$ cat config.mk
export PLATFORM = sky130hd
export DESIGN_NAME = ysyx_24100006_scoreboard
export DESIGN_NICKNAME = d
export VERILOG_FILES = /design/src/rtl/ysyx_24100006_scoreboard.sv
export SDC_FILE = /design/constraint.sdc
export NUM_CORES = 1
export LEC_CHECK = 0
export BUFFER_PORTS_ARGS = -buffer_cell sky130_fd_sc_hd__buf_2
export CAP_MARGIN = 20
export CELL_PAD_IN_SITES_DETAIL_PLACEMENT = 0
export CELL_PAD_IN_SITES_GLOBAL_PLACEMENT = 1
export CORE_MARGIN = 3
export CORE_UTILIZATION = 40
export CTS_CLUSTER_SIZE = 30
export DETAILED_ROUTE_END_ITERATION = 10
export GPL_ROUTABILITY_DRIVEN = 0
export GPL_TIMING_DRIVEN = 0
export PLACE_DENSITY_LB_ADDON = 0.1
export SYNTH_ARGS = -nofsm -noshare
export SYNTH_HDL_FRONTEND = slang
export SYNTH_SLANG_ARGS = --single-unit
$ cat constraint.sdc
create_clock -name clock -period 2.2 [get_ports clock]
set_input_delay 0 -clock clock [delete_from_list [all_inputs] [get_ports clock]]
set_output_delay 0 -clock clock [all_outputs]
set_load 0.02 [all_outputs]
$ cat src/rtl/ysyx_24100006_scoreboard.sv
// rtl/ysyx_24100006_scoreboard.sv - per-GPR pending-write scoreboard hazard unit (optional WB bypass: WB_BYPASS_EN)
module ysyx_24100006_scoreboard #(
   parameter int NR_REG = 16,
   parameter int REG_AW = 4,
   parameter int CNT_W  = 2,
   parameter int PERF_W = 32
) (
   input  logic              clock,
   input  logic              reset_n,
   input  logic              id_valid,
   input  logic              ex_ready,
   input  logic [REG_AW-1:0] id_rs1,
   input  logic              id_rs1_ren,
   input  logic [REG_AW-1:0] id_rs2,
   input  logic              id_rs2_ren,
   input  logic [REG_AW-1:0] id_rd,
   input  logic              id_wen,
   input  logic              wb_valid,
   input  logic [REG_AW-1:0] wb_rd,
   input  logic              wb_wen,
   output logic              stall_id,
   output logic              id_fire,
   output logic              fwd_rs1_wb,
   output logic              fwd_rs2_wb,
   output logic              sb_busy,
   output logic              err_underflow,
   output logic [PERF_W-1:0] stall_cycles
);

   localparam logic [CNT_W-1:0] CNT_MAX = {CNT_W{1'b1}};

   logic [CNT_W-1:0]  cnt [NR_REG];
   logic [NR_REG-1:0] inc;
   logic [NR_REG-1:0] dec;
   logic [NR_REG-1:0] nz;
   logic              byp1;
   logic              byp2;
   logic              raw1;
   logic              raw2;
   logic              sat;

   // retire strobes and nonzero flags; x0 is never tracked
   always_comb begin
      dec = '0;
      nz  = '0;
      for (int r = 1; r < NR_REG; r++) begin
         dec[r] = wb_valid & wb_wen & (wb_rd == REG_AW'(r));
         nz[r]  = (cnt[r] != '0);
      end
   end

   // issue strobes; kept apart from the retire strobes since they depend on id_fire
   always_comb begin
      inc = '0;
      for (int r = 1; r < NR_REG; r++) begin
         inc[r] = id_fire & id_wen & (id_rd == REG_AW'(r));
      end
   end

`ifdef WB_BYPASS_EN
   assign byp1 = dec[id_rs1] & (cnt[id_rs1] == CNT_W'(1));
   assign byp2 = dec[id_rs2] & (cnt[id_rs2] == CNT_W'(1));
`else
   assign byp1 = 1'b0;
   assign byp2 = 1'b0;
`endif

   // sources read pre-issue counters, so rd==rs of the same instruction never self-stalls
   assign raw1 = id_rs1_ren & nz[id_rs1] & ~byp1;
   assign raw2 = id_rs2_ren & nz[id_rs2] & ~byp2;
   // a retire to the same rd this cycle frees a slot, so the counter cannot wrap
   assign sat  = id_wen & (id_rd != '0) & (cnt[id_rd] == CNT_MAX) & ~dec[id_rd];

   assign stall_id   = id_valid & (raw1 | raw2 | sat);
   assign id_fire    = id_valid & ex_ready & ~stall_id;
   assign fwd_rs1_wb = id_rs1_ren & byp1;
   assign fwd_rs2_wb = id_rs2_ren & byp2;
   assign sb_busy    = |nz;

   // pending counters: net of issue and retire, floored at zero
   always_ff @(posedge clock or negedge reset_n) begin
      if (!reset_n) begin
         for (int r = 0; r < NR_REG; r++) cnt[r] <= '0;
      end else begin
         for (int r = 0; r < NR_REG; r++) begin
            if (inc[r] & ~dec[r])
               cnt[r] <= cnt[r] + CNT_W'(1);
            else if (dec[r] & ~inc[r] & nz[r])
               cnt[r] <= cnt[r] - CNT_W'(1);
         end
      end
   end

   // sticky flag for a retire that found nothing pending
   always_ff @(posedge clock or negedge reset_n) begin
      if (!reset_n)
         err_underflow <= 1'b0;
      else if (|(dec & ~nz))
         err_underflow <= 1'b1;
   end

   // perf counter of cycles spent holding a valid ID instruction
   always_ff @(posedge clock or negedge reset_n) begin
      if (!reset_n)
         stall_cycles <= '0;
      else if (stall_id)
         stall_cycles <= stall_cycles + PERF_W'(1);
   end

endmodule

==> results.json <==
{
  "place_ws_ns": -0.6333,
  "ys_async_sr_fraction": 1.000,
  "clockBufferDepth": 2,
  "fp.dieArea_sq_um": 13370,
  "ys.flop_type": "dfrtp_1",
  "rsz0062_at_grt": "yes",
  "maxSlewViolCount": 0,
  "hpwl_um": 12120,
  "synth-edff-count": 0,
  "met3_length_um": 1079,
  "cts-buffers-inserted": 9,
  "initial_utilization": 0.4158,
  "fmax_ghz": 0.3758,
  "row_count": 39,
  "fp.dieH_um": 115.6,
  "track_usage": 0.2657,
  "drt-total-wl_um": 17610,
  "grt_max_degree": 64,
  "viasPerCell": 6.239,
  "tritoncts": "yes",
  "drt_iter0_drc": 429,
  "syn_area_per_cell_sq_um": 8.333,
  "final.min_clock_period_ns": 2.661,
  "grt_pass1_vias": 5030,
  "drt-met1-wl_um": 7389,
  "portBuffers": 56,
  "final_nets": 694,
  "h-tree-depth": 3,
  "clockPowerShare": 0.335,
  "drc": 0,
  "ant_nets": 0,
  "yosys_register_bits": 63,
  "final_cell_area_sq_um": 6286,
  "utilization": 0.5435,
  "relSlewSlack": 0.4373,
  "violations": "setup timing",
  "switchingPower_w": 0.001493,
  "crit_fanout": 7,
  "power.leakage_nw": 2.629,
  "grt_pass1_wl_um": 27430,
  "tightest_slew_ns": 0.8376,
  "critPathRequiredTime_ns": 2.41,
  "outcome": "complete, but fails checks",
  "die_width_um": 115.6,
  "worstSetupPathType": "reg2reg",
  "combinationalPowerShare": 0.316,
  "worst_ir_drop_vdd_mv": 0.4714,
  "io_pins": 63,
  "drive_above_1_share": 0.2887,
  "hold_class": "in2reg",
  "finalHoldViolCount": 0,
  "synth_area_sq_um": 4808,
  "cts-root-buf": "clkbuf_16",
  "met2WireLength_um": 8464,
  "clk_pin_slew_ns": 0.06,
  "synth-xor-area-share": 0.06193,
  "skew_ns": 0.006150,
  "clk_latency_ns": 0.34,
  "vias": 5085,
  "pwr-share-seq": 0.348,
  "yosysWarnings": 0,
  "antenna_found_initial": 0,
  "synth_cell_types": 61,
  "synthMuxAreaShare": 0.02784,
  "area_growth_pct": 30.73,
  "period_share": 1.210,
  "internal_power_w": 0.002777,
  "n_antenna_cell": 0,
  "cts.sinks": 63,
  "yosys.area_share.simple": 0.2816,
  "core_sq_um": 11560,
  "fillers": 1058,
  "critPathCaptureType": "register",
  "wl_per_cell_um": 21.61,
  "layout_common_cells": "62 x buf_2, 62 x nor2_1, 59 x nand2_1, 54 x dfrtp_1, 26 x xor2_1",
  "fin_ws_ns": -0.4612,
  "cp_data_arrival_time_ns": 2.87,
  "setup_violations": 64,
  "synth_top_family_by_area": "simple AND/OR/NAND/NOR gates",
  "syn_inst": 577,
  "drtPass1Iterations": 5,
  "yosysSeqAreaShare": 0.3279,
  "powerDensity_nw_per_um2": 679.2,
  "p_sw_frac": 0.3496,
  "overflow": 0,
  "cap_violations": 0,
  "critPathLaunchType": "register",
  "top_layer": "met4",
  "placed_area_sq_um": 5331,
  "synth_compound_area_frac": 0.2373,
  "synthAdderAreaFrac": 0.002602
}
Yosys cell counts, types with 12 or more instances:
library cell   n  area, sq um
inv_1         22        82.58
nor3_1        17        85.08
a21oi_1       21        105.1
and3_1        12        75.07
o2111ai_1     13        113.9
nand2_1       60        225.2
o21ai_0       19        95.09
nor2_1        64        240.2
nand4_1       22        137.6
dfrtp_1       63         1577
a31oi_1       17        106.4
xor2_1        26        227.7
clkbuf_1      17        63.81
a211oi_1      13        97.59
nand3_1       26        130.1
per-layer routing:
layer / vias up / GRT usage
li1: 2349 / -
met1: 2465 / 0.3514
met2: 214 / 0.4298
met3: 57 / 0.04178
met4: 0 / 0.1206
met5: - / 0
cell type report:
class                           instances  area (sq um)  area share
Inverter                               22         82.58     0.01314
Clock buffer                           11         242.7     0.03861
Timing Repair Buffer                   83         656.9      0.1045
Buffer                                 35         302.8     0.04817
Multi-Input combinational cell        454          3187      0.5070
Clock inverter                          4         47.55    0.007564
Tap cell                              143         178.9     0.02846
Sequential cell                        63          1588      0.2526
registers in the layout, indices dropped and copies added (netlist names):
name and flops:
err_underflow 1, cnt 30, stall_cycles 32
worst max-delay path, cell delays in order (launching register included):
cell      delay (ns)
dfrtp_2         0.44
or2_4           0.26
mux4_2          0.46
nand4_1         0.10
nand4_1         0.16
a211oi_4        0.34
buf_6           0.20
buf_8           0.16
buf_4           0.13
and4_1          0.22
a211oi_2        0.06
kinds of logic after synthesis:
| group | count (synthesis) |
|---|---|
| simple gates | 262 |
| compound gates | 146 |
| flops | 63 |
| buf+inv | 61 |
| xor+xnor | 34 |
| mux | 9 |
| fa+ha+maj | 1 |
| other cells | 1 |
power groups by stage:
| stage | logic, W | registers [W] | clock network [W] |
|---|---|---|---|
| final | 0.00135 | 0.00149 | 0.00143 |
| after global routing | 0.00146 | 0.00150 | 0.00151 |
| after CTS | 0.00126 | 0.00146 | 0.00145 |
| after detailed placement | 0.00105 | 0.00147 | 0 |
| after global placement | 0.00103 | 0.00147 | 0 |
| after floorplan | 0.000653 | 0.00149 | 0 |
through the flow:
step	hold WS, ns	TNS (ns)	total power, W	instances
6_report	0.2579	-25.28	0.004269	815
5_1_grt	0.3204	-28.45	0.004466	815
4_1_cts	0.2482	-26.46	0.004173	808
3_5_place_dp	0.1802	-30.90	0.002523	777
3_3_place_gp	0.4167	-30.13	0.002506	777
2_1_floorplan	-0.2956	-2.920	0.002142	578
final timing paths:
kind / startpoint / to / cells after the start / slack (ns)
max: cnt[11] / cnt[14] / 10 / -0.46
min: wb_rd[3] / cnt[29] / 5 / 0.26
max reg2reg: cnt[11] / cnt[14] / 10 / -0.46
min reg2reg: stall_cycles[20] / stall_cycles[20] / 1 / 0.48
max in group asynchronous: reset_n / cnt[12] / 2 / 1.27
min in group asynchronous: reset_n / cnt[29] / 2 / 0.30
timing repair:
action                                  in CTS  in global routing
endpoints found under the setup margin      64                 64
setup buffers                               15                  6
pin swaps                                   23                 12
resized for setup                           51                 40
hold buffers                                 1                  0
endpoints found under the hold margin       63                  0
cloned                                       2                  3
(Power assumes the default switching activity.)
